### src/rtl/pipeline_ctrl_if.sv
// Request/enable bundle between the hazard, branch and jump logic and the
// pipeline stall/flush sequencer.
interface pipeline_ctrl_if;
    logic       hazard_stall;
    logic       branch_taken_ex;
    logic       jump_id;
    logic       mem_wait;
    logic       mdu_start_id;
    logic [1:0] mdu_op_id;
    logic       hilo_read_id;

    logic       pc_write;
    logic       if_id_write;
    logic       if_id_flush;
    logic       id_ex_write;
    logic       id_ex_flush;
    logic       ex_mem_write;
    logic       mdu_latch;
    logic       mdu_busy;
    logic       mdu_done;

    modport master (
        output hazard_stall, branch_taken_ex, jump_id, mem_wait,
               mdu_start_id, mdu_op_id, hilo_read_id,
        input  pc_write, if_id_write, if_id_flush, id_ex_write, id_ex_flush,
               ex_mem_write, mdu_latch, mdu_busy, mdu_done
    );

    modport slave (
        input  hazard_stall, branch_taken_ex, jump_id, mem_wait,
               mdu_start_id, mdu_op_id, hilo_read_id,
        output pc_write, if_id_write, if_id_flush, id_ex_write, id_ex_flush,
               ex_mem_write, mdu_latch, mdu_busy, mdu_done
    );
endinterface

### src/rtl/pipeline_ctrl.sv
// Prioritized stall/flush sequencer for the 5-stage pipeline, plus the
// issue/occupancy tracker for the shared multi-cycle multiply/divide unit.
module pipeline_ctrl #(
    parameter int MULT_CYCLES = 4,
    parameter int DIV_CYCLES  = 32,
    parameter int CNT_W       = 6
) (
    input  logic                 clk,
    input  logic                 reset,
    pipeline_ctrl_if.slave       bus
);

    typedef enum logic {IDLE, BUSY} state_t;

    state_t             state, state_nxt;
    logic [CNT_W-1:0]   cnt, cnt_nxt;

    logic busy;
    logic done;
    logic id_stall;
    logic latch;

    assign busy     = (state == BUSY);
    assign done     = busy && (cnt == CNT_W'(1));
    // A queued MDU op may issue in the done cycle, giving zero-gap back-to-back.
    assign id_stall = bus.hazard_stall
                    | (bus.hilo_read_id & busy)
                    | (bus.mdu_start_id & busy & ~done);

    assign bus.mdu_busy  = busy;
    assign bus.mdu_done  = done;
    assign bus.mdu_latch = latch;

    // NOTE: every signal written below gets a default first so no latch is inferred.
    always_comb begin
        bus.pc_write     = 1'b1;
        bus.if_id_write  = 1'b1;
        bus.if_id_flush  = 1'b0;
        bus.id_ex_write  = 1'b1;
        bus.id_ex_flush  = 1'b0;
        bus.ex_mem_write = 1'b1;
        latch            = 1'b0;

        if (reset) begin
            bus.pc_write     = 1'b0;
            bus.if_id_write  = 1'b0;
            bus.id_ex_write  = 1'b0;
            bus.ex_mem_write = 1'b0;
            bus.if_id_flush  = 1'b1;
            bus.id_ex_flush  = 1'b1;
        end else if (bus.mem_wait) begin
            bus.pc_write     = 1'b0;
            bus.if_id_write  = 1'b0;
            bus.id_ex_write  = 1'b0;
            bus.ex_mem_write = 1'b0;
        end else if (bus.branch_taken_ex) begin
            // ID holds a wrong-path instruction: squash it, never issue it to the MDU.
            bus.if_id_flush = 1'b1;
            bus.id_ex_flush = 1'b1;
        end else if (id_stall) begin
            bus.pc_write    = 1'b0;
            bus.if_id_write = 1'b0;
            bus.id_ex_flush = 1'b1;
        end else if (bus.jump_id) begin
            bus.if_id_flush = 1'b1;
            latch           = bus.mdu_start_id;
        end else begin
            latch           = bus.mdu_start_id;
        end
    end

    always_comb begin
        state_nxt = state;
        cnt_nxt   = cnt;
        if (latch) begin
            state_nxt = BUSY;
            cnt_nxt   = bus.mdu_op_id[1] ? CNT_W'(DIV_CYCLES) : CNT_W'(MULT_CYCLES);
        end else if (busy) begin
            cnt_nxt = cnt - CNT_W'(1);
            if (done)
                state_nxt = IDLE;
        end
    end

    // NOTE: sequential state uses non-blocking assignments only.
    always_ff @(posedge clk) begin
        if (reset) begin
            state <= IDLE;
            cnt   <= '0;
        end else begin
            state <= state_nxt;
            cnt   <= cnt_nxt;
        end
    end

endmodule

### src/flat_wrapper.sv
// flat-port wrapper written by rule: the top's interface ports become plain ports
module pipeline_ctrl_flat 
#(
    parameter int MULT_CYCLES = 4,
    parameter int DIV_CYCLES  = 32,
    parameter int CNT_W       = 6
)
  (clk, reset, bus_hazard_stall, bus_branch_taken_ex, bus_jump_id, bus_mem_wait, bus_mdu_start_id, bus_mdu_op_id, bus_hilo_read_id, bus_pc_write, bus_if_id_write, bus_if_id_flush, bus_id_ex_write, bus_id_ex_flush, bus_ex_mem_write, bus_mdu_latch, bus_mdu_busy, bus_mdu_done);
  pipeline_ctrl_if bus_i ();
  input  logic clk;
  input  logic reset;
  input wire logic [$bits(bus_i.hazard_stall)-1:0] bus_hazard_stall;
  input wire logic [$bits(bus_i.branch_taken_ex)-1:0] bus_branch_taken_ex;
  input wire logic [$bits(bus_i.jump_id)-1:0] bus_jump_id;
  input wire logic [$bits(bus_i.mem_wait)-1:0] bus_mem_wait;
  input wire logic [$bits(bus_i.mdu_start_id)-1:0] bus_mdu_start_id;
  input wire logic [$bits(bus_i.mdu_op_id)-1:0] bus_mdu_op_id;
  input wire logic [$bits(bus_i.hilo_read_id)-1:0] bus_hilo_read_id;
  output wire logic [$bits(bus_i.pc_write)-1:0] bus_pc_write;
  output wire logic [$bits(bus_i.if_id_write)-1:0] bus_if_id_write;
  output wire logic [$bits(bus_i.if_id_flush)-1:0] bus_if_id_flush;
  output wire logic [$bits(bus_i.id_ex_write)-1:0] bus_id_ex_write;
  output wire logic [$bits(bus_i.id_ex_flush)-1:0] bus_id_ex_flush;
  output wire logic [$bits(bus_i.ex_mem_write)-1:0] bus_ex_mem_write;
  output wire logic [$bits(bus_i.mdu_latch)-1:0] bus_mdu_latch;
  output wire logic [$bits(bus_i.mdu_busy)-1:0] bus_mdu_busy;
  output wire logic [$bits(bus_i.mdu_done)-1:0] bus_mdu_done;
  assign bus_i.hazard_stall = bus_hazard_stall;
  assign bus_i.branch_taken_ex = bus_branch_taken_ex;
  assign bus_i.jump_id = bus_jump_id;
  assign bus_i.mem_wait = bus_mem_wait;
  assign bus_i.mdu_start_id = bus_mdu_start_id;
  assign bus_i.mdu_op_id = bus_mdu_op_id;
  assign bus_i.hilo_read_id = bus_hilo_read_id;
  assign bus_pc_write = bus_i.pc_write;
  assign bus_if_id_write = bus_i.if_id_write;
  assign bus_if_id_flush = bus_i.if_id_flush;
  assign bus_id_ex_write = bus_i.id_ex_write;
  assign bus_id_ex_flush = bus_i.id_ex_flush;
  assign bus_ex_mem_write = bus_i.ex_mem_write;
  assign bus_mdu_latch = bus_i.mdu_latch;
  assign bus_mdu_busy = bus_i.mdu_busy;
  assign bus_mdu_done = bus_i.mdu_done;
  pipeline_ctrl #(.MULT_CYCLES(MULT_CYCLES), .DIV_CYCLES(DIV_CYCLES), .CNT_W(CNT_W)) u_core (.clk(clk), .reset(reset), .bus(bus_i));
endmodule
### config.mk
export PLATFORM = sky130hd
export DESIGN_NAME = pipeline_ctrl_flat
export DESIGN_NICKNAME = d
export VERILOG_FILES = /design/src/rtl/pipeline_ctrl_if.sv /design/src/rtl/pipeline_ctrl.sv /design/src/flat_wrapper.sv
export SDC_FILE = /design/constraint.sdc
export NUM_CORES = 1
export LEC_CHECK = 0
export CAP_MARGIN = 30
export CORE_AREA = 4 4 41 43
export CTS_CLUSTER_SIZE = 20
export DETAILED_ROUTE_END_ITERATION = 10
export DIE_AREA = 0 0 45 47
export PLACE_DENSITY = 0.68
export REMOVE_ABC_BUFFERS = 1
export SYNTH_ARGS = -nofsm -noshare
export SYNTH_HDL_FRONTEND = slang
export SYNTH_SLANG_ARGS = --single-unit
### constraint.sdc
create_clock -name clk -period 2.2 [get_ports clk]
set_input_delay 0.44 -clock clk [delete_from_list [all_inputs] [get_ports clk]]
set_output_delay 0.44 -clock clk [all_outputs]
set_load 0.005 [all_outputs]
# Yosys cells after proc, flatten, opt, wreduce, memory -nomap -nowiden
# Index checks and enable logic that the tools add are counted.
# op_classes
n_addsub	1
bitwise	6
eq_ne	1
n_mux	25
n_reduce_logical	2
# op_table
operator	count
2-to-1 mux 1 bit	22
2-to-1 mux 6 bit	3
== test 6 x 1 -> 1 bit (second input constant)	1
subtractor 6 x 1 -> 6 bit (second input constant)	1
AND 1 bit	3
OR 1 bit	2
nonzero test 2 bit	1
logical AND 1 bit	1
inverter 1 bit	1
# totals
reg_bits	7
output_inout_bits	9
inputBits	10
word_cells	37

# Logic depth before layout (Yosys ltp)
# Gate-level depths: netlist (run 1).
# logic_depth
depth_word	10
depth_mapped	7
depth_no_buf	6

# Worst setup path after synthesis (run 1)
# No wires, ideal clock.
# synth_timing
path_type	register to output
from	register u_core.cnt[0]
to	output port bus_mdu_latch
n_path_buf	1
slack_ns	0.344
required_time_ns	1.760
t_arrival_ns	1.416
stages_incl_launch_ff	6
path_cell_list	dfxtp_1 > ha_1 > or3b_4 > o41ai_2 > and3_1 > buf_6
# synth_between
elab_chain_len	9
# synth_rtl
item	line_no	rtl
start, declared	pipeline_ctrl.sv:16	logic [CNT_W-1:0] cnt, cnt_nxt;
start signal, assigned	pipeline_ctrl.sv:92	cnt <= cnt_nxt;
== test 6 x 1 -> 1 bit	pipeline_ctrl.sv:24	assign done = busy && (cnt == CNT_W'(1));
logical AND 1 bit	pipeline_ctrl.sv:24	
inverter 1 bit	pipeline_ctrl.sv:28	| (bus.mdu_start_id & busy & ~done);
AND 1 bit	pipeline_ctrl.sv:28	
OR 1 bit	pipeline_ctrl.sv:28	
2-to-1 mux 1 bit	pipeline_ctrl.sv:60	end else if (id_stall) begin
2-to-1 mux 1 bit	pipeline_ctrl.sv:56	end else if (bus.branch_taken_ex) begin
2-to-1 mux 1 bit	pipeline_ctrl.sv:51	end else if (bus.mem_wait) begin
2-to-1 mux 1 bit	pipeline_ctrl.sv:44	if (reset) begin
end, declared	flat_wrapper.sv:25	output wire logic [$bits(bus_i.mdu_latch)-1:0] bus_mdu_latch;
# Every way passes these cells.

# Worst setup path in the final report (run 1)
# layout_timing
from	register u_core.cnt[1]
to	output port bus_mdu_latch
# The elaborated chain is that of the path after synthesis.

==> results.txt, run 1 <==
Avg WL per Cell: 13.6 um
dpl hpwl: 952 um
vias in the first global route: 503
post-route ant nets: 0
Leak: 0.335 nW
CTS tree: done
WS Path Type: register to output pin
Layout Utilization: 63.7%
critical path, cell by cell: inv_2 > ha_4 > or3b_4 > o41ai_4 > and3_4 > buf_6
hold_buf cts: 0
Yosys top cell area share: 29.3%
Worst Path Required: 1760 ps
max_cap viols: 0
router iterations before antenna repair: 2
Slowest cell on crit path: or3b_4
core box area: 1300 um^2
H-tree depth: 1
IO Count: 19
CP top delay family: simple AND/OR/NAND/NOR gates
M1 GR Usage: 16.6%
Crit path largest cell delay: 420 ps
asr flop ratio synth: 0%
DIE AREA: 2120 um^2
top cells by area, synth: dfxtp_1, xor2_1, ha_1
count of non-filler cells in the finished layout: 98
WL final: 1330 um
RSZ-0062 raised after global routing: yes
RePlAce Congestion: 0.698
clk slew on worst S/H paths: 50 ps
CTS root buffer: clkbuf_4
Tmin final: 2190 ps
Syn Area/Cell: 9.19 um^2
critical path peak fanout: 3
placed instance count: 91
port bufs: 17
largest net degree at the start of global routing: 11
maximum vdd drop: 300 uV
Hold/Removal Path Class: register to register
Netlist Area Pre-Place: 478 um^2
Netlist cell types: 30
initial drt markers: 4
first-pass GRT wire length: 2260 um
initial antenna violation count: 0
Synth Instances: 52
FF+latch count, synth: 7
mean number of vias per cell: 4.95
Row Count: 13
Synth Warn #: 0
status: finished, final reports clean
final setup violation count: 0
TritonCTS buffer count: 3
share of layout cells above drive strength 1: 51.8%
Num Clock Sinks: 7
GR Overflow Total: 0
met3 usage: 6.13%
via count: 485
Buf/Inv on CP: 2
GRT busiest layer: met2
Seq/Total Area, Yosys: 29.3%
Total GRT Usage: 14.7%
DR DRC count: 0
Final Max Slew Viols: 0
Critical Path Source Type: register
Final Hold Fails: 0
Layout area overhead: 73.3%
fin crit share: 99.7%
Max-slew headroom: 70.3%
clock skew: 3.30 ps
Die Y-Extent: 47 um
DIE WIDTH: 45 um
Synth area leader: dfxtp_1
count leader, synth: dfxtp_1
Fmax achieved: 0.456 GHz
GRT met2 Usage: 25.7%
Initial Util: 36.7%
crit end category: output pin
maximum clock path buffer count: 2
CP Data Arrival Time: 1750 ps
ANT cells: 0
EDFF count, synth: 0
synth cell count leaders: dfxtp_1, nor3_1, inv_1, nor2_1, xor2_1
ys flop type: dfxtp_1
clk_lat worst skew: 250 ps
Tightest Pin Transition: 444 ps
Total Nets Final: 96
Power Density: 405 nW/um^2
per-stage QoR:
| step | hold slack, ps | cell area [um^2] | worst slack, ps | total power (W) | TNS [ps] |
|---|---|---|---|---|---|
| finish | 606 | 828 | 6.49 | 0.000335 | 0 |
| global route | 642 | 828 | -61.0 | 0.000356 | -197 |
| CTS | 616 | 793 | -87.9 | 0.000336 | -87.9 |
| detailed placement | 605 | 723 | -621 | 0.000212 | -2550 |
| global placement | 589 | 723 | -563 | 0.000211 | -2380 |
| floorplan | 481 | 437 | 328 | 0.000162 | 0 |
what timing repair did:
item,in CTS,in global routing
gates resized for setup,42,6
buffers inserted,3,1
pin swaps,5,5
endpoints found under the setup margin,6,5
area by class of cell:
cell class	instances	area [um^2]
flip-flops and latches	7	143
inverters	3	11.3
well taps	15	18.8
repair buffers	33	263
clock buffers	4	26.3
fillers	113	473
multi-input cells	36	367
logic make-up after synthesis:
group,after synthesis,share of synthesized area [%]
xor gates and xnor gates,5,9.16
buffers and inverters,9,11.0
and+or+nand+nor,17,21.7
adders and majority gates,2,5.23
muxes,1,3.14
AOI/OAI and AO/OA,11,20.4
DFF,7,29.3
path summary, 6_finish.rpt:
path                       from       endpoint  slack, ps  cells after the start
setup reg to reg  u_core.cnt[1]  u_core.cnt[2]        220                      7
setup / recovery  u_core.cnt[1]  bus_mdu_latch          6                      6
hold / removal    u_core.cnt[5]  u_core.cnt[5]        610                      2
hold reg to reg   u_core.cnt[5]  u_core.cnt[5]        610                      2
sequential cells by signal, indices dropped and copies added, names as in the netlist:
signal               cells
u_core.bus.mdu_busy      1
u_core.cnt               6
layout by cell type (no fill, tap or decap):
cell type	netlist	layout
a21oi_2	0	1
dfxtp_2	0	2
a41oi_1	1	1
or3_4	0	1
o41ai_4	0	1
o21ba_2	1	1
xor2_1	3	3
nor2_1	3	3
inv_2	0	1
clkbuf_2	1	1
or4b_1	1	1
o31a_2	1	1
and3_4	0	1
o221ai_4	0	1
dfxtp_1	7	5
or4_4	0	1
xnor2_1	2	2
or3b_4	1	1
clkdlybuf4s50_1	0	9
nor3b_1	1	1
buf_2	2	5
ha_4	0	1
nand2_1	1	1
ha_1	2	1
o21bai_1	2	2
clkbuf_4	0	3
buf_6	1	2
mux2_4	1	1
a2111oi_0	1	1
clkbuf_1	0	1
nor4b_4	0	1
o21a_1	2	2
buf_4	2	16
nor2b_4	0	1
nor3_1	5	5
inv_1	3	2
power breakdown:
| part | internal [W] | switching [W] |
|---|---|---|
| sequential | 0.000131 | 0.00000404 |
| clock | 0.0000690 | 0.0000447 |
| combinational | 0.0000520 | 0.0000340 |
worst register-to-register path, delay by kind of cell (launching register included):
kind	cells	cell delay, ps
compound gates	1	240
fa+ha+maj	1	120
buf+inv	2	220
flops	1	320
mux	1	300
simple gates	2	670
routing by layer:
layer / part of all wire, % / vias to the layer above
met4: 0.98 / 0
met1: 45 / 231
met2: 52 / 7
met5: 0 / -
met3: 2.6 / 2
li1: - / 245
Power figures use the tool's default switching activity.
==> run 2, diff against run 1 <==
CTS_BUF_LIST = sky130_fd_sc_hd__clkbuf_4   (was default)
DONT_BUFFER_PORTS = 1   (was default)
PLACE_DENSITY = default   (was 0.68)
==> run 2 against run 1 <==
Global-route usage shrank 3.7 points. Clock power grew 12%. Cell count is 31% lower. Total power shrank 10%. Sequential share of layout area up 8.6 points. Sequential cell count unchanged. Die area is the same. Via count shrank 21%. Combinational power is 58% lower.
==> results.txt, run 2 (same netlist as run 1, synthesis figures left out) <==
count of non-filler cells in the finished layout: 68 (-31%)
critical path, cell by cell: ha_4 > or3b_4 > o41ai_4 > and3_4
Power Density: 540 nW/um^2 (+34%)
Avg WL per Cell: 13.7 um (+1.3%)
CTS root buffer: clkbuf_4
clk slew on worst S/H paths: 50 ps (about the same)
ANT cells: 0 (unchanged)
Worst Path Required: 1760 ps (about the same)
post-route ant nets: 0 (unchanged)
fin crit share: 96.7% (-3.0 points)
largest net degree at the start of global routing: 11 (unchanged)
Final Hold Fails: 0 (unchanged)
Hold/Removal Path Class: input port to register
maximum vdd drop: 399 uV (+33%)
H-tree depth: 1 (unchanged)
pre-CTS worst setup slack: 222 ps (+843 ps)
Reg2Reg Setup Slack: 350 ps (+130 ps)
Final WS setup: 72.6 ps (+66.1 ps)
Post-CTS Setup Inserts: 0 (-3)
max_cap viols: 0 (unchanged)
Tightest Pin Transition: 461 ps (+17.1 ps)
via count: 383 (-21%)
crit end category: output pin
CP top delay family: simple AND/OR/NAND/NOR gates
clock skew: 0.769 ps (-2.53 ps)
Layout area overhead: 16.8%
final instance area: 558 um^2 (-33%)
Buf/Inv on CP: 0 (-2)
Num Clock Sinks: 7 (unchanged)
Crit path largest cell delay: 420 ps (about the same)
final setup violation count: 0 (unchanged)
clk_lat worst skew: 250 ps (about the same)
Slowest cell on crit path: or3b_4
Critical Path Source Type: register
TritonCTS buffer count: 3 (unchanged)
number of flip-flops under the largest register name: 6 (unchanged)
maximum clock path buffer count: 2 (unchanged)
RSZ-0062 raised after global routing: no
share of layout cells above drive strength 1: 35.8% (-16 points)
hold_buf cts: 0 (unchanged)
port bufs: 0 (-17)
Total Nets Final: 66 (-31%)
Top reg by flops: u_core.cnt
Fin Setup TNS: 0 ps (unchanged)
Total GRT Usage: 10.9% (-3.7 points)
vias in the first global route: 392 (-22%)
most frequent cells in the layout: nor3_1, clkbuf_4, dfxtp_1
commonest non-fill, non-tap cell in the layout: nor3_1
Leak: 0.196 nW (-41%)
DIE WIDTH: 45 um (unchanged)
DIE AREA: 2120 um^2 (unchanged)
first-pass GRT wire length: 1570 um (-31%)
Max-slew headroom: 69.2% (-1.1 points)
status: finished, final reports clean
WL final: 934 um (-30%)
Die Y-Extent: 47 um (unchanged)
initial drt markers: 2 (-2)
Final Max Slew Viols: 0 (unchanged)
CTS tree: done
Initial Util: 36.7% (unchanged)
core box area: 1300 um^2 (unchanged)
CP Data Arrival Time: 1690 ps (-60 ps)
router iterations before antenna repair: 4 (+2)
Power, Total: 0.000302 W (-10%)
mean number of vias per cell: 5.63 (+14%)
placed instance count: 64 (-30%)
Fmax achieved: 0.470 GHz (+3.1%)
Row Count: 13 (unchanged)
DR DRC count: 0 (unchanged)
critical path peak fanout: 5 (+2)
placed cell areas: 478 um^2 (-34%)
IO Count: 19 (unchanged)
Tmin final: 2130 ps (-66.1 ps)
initial antenna violation count: 0 (unchanged)
WS Path Type: register to output pin
RePlAce Congestion: 0.692 (-0.83%)
GR Overflow Total: 0 (unchanged)
## run 2: cell types whose count changed in the layout (fill, tap and decap cells not counted), moves of 2 or more
| cell | before | now |
|---|---|---|
| buf_4 | 16 | 3 |
| buf_6 | 2 | 0 |
| buf_2 | 5 | 0 |
| clkdlybuf4s50_1 | 9 | 0 |
## run 2: power by group
| group | internal, W | total [W] | switching, W |
|---|---|---|---|
| Clock | 0.0000815 | 0.000128 | 0.0000468 |
| Combinational | 0.0000199 | 0.0000365 | 0.0000166 |
| Sequential | 0.000131 | 0.000137 | 0.00000540 |
## run 2: final timing paths
check                 from            end  cells after the start
min reg2reg  u_core.cnt[1]  u_core.cnt[1]                      2
max reg2reg  u_core.cnt[0]  u_core.cnt[2]                      5
max          u_core.cnt[0]  bus_mdu_latch                      4
min                  reset  u_core.cnt[0]                      1
## run 2: layer usage
metal	vias to the layer above	routed length [um]	share of wire [%]	GRT usage, %
li1	188	-	-	-
met1	181	372	40	10.8
met2	12	470	50	17.8
met3	2	79	8.5	7.28
met4	0	12	1.3	5.26
met5	-	0	0	0
## run 2: timing repair
item	CTS	global route
gates resized for setup	2	9
pin swaps	0	1
setup endpoints to repair	1	5
endpoints found under the hold margin	0	0
## run 2: final cells by class
| type | instances | area [um^2] |
|---|---|---|
| Sequential cell | 7 | 144 |
| Tap cell | 15 | 18.8 |
| Clock buffer | 4 | 30.0 |
| Multi-Input combinational cell | 36 | 332 |
| Inverter | 3 | 11.3 |
| Fill cell | 152 | 743 |
| Timing Repair Buffer | 3 | 22.5 |
## run 2: metrics by stage
stage / util (%) / hold WS (ps)
floorplan: - / 481
global placement: 36.7 / 496
detailed placement: 36.7 / 514
CTS: 39.4 / 251
global route: 42.9 / 243
finish: 42.9 / 253
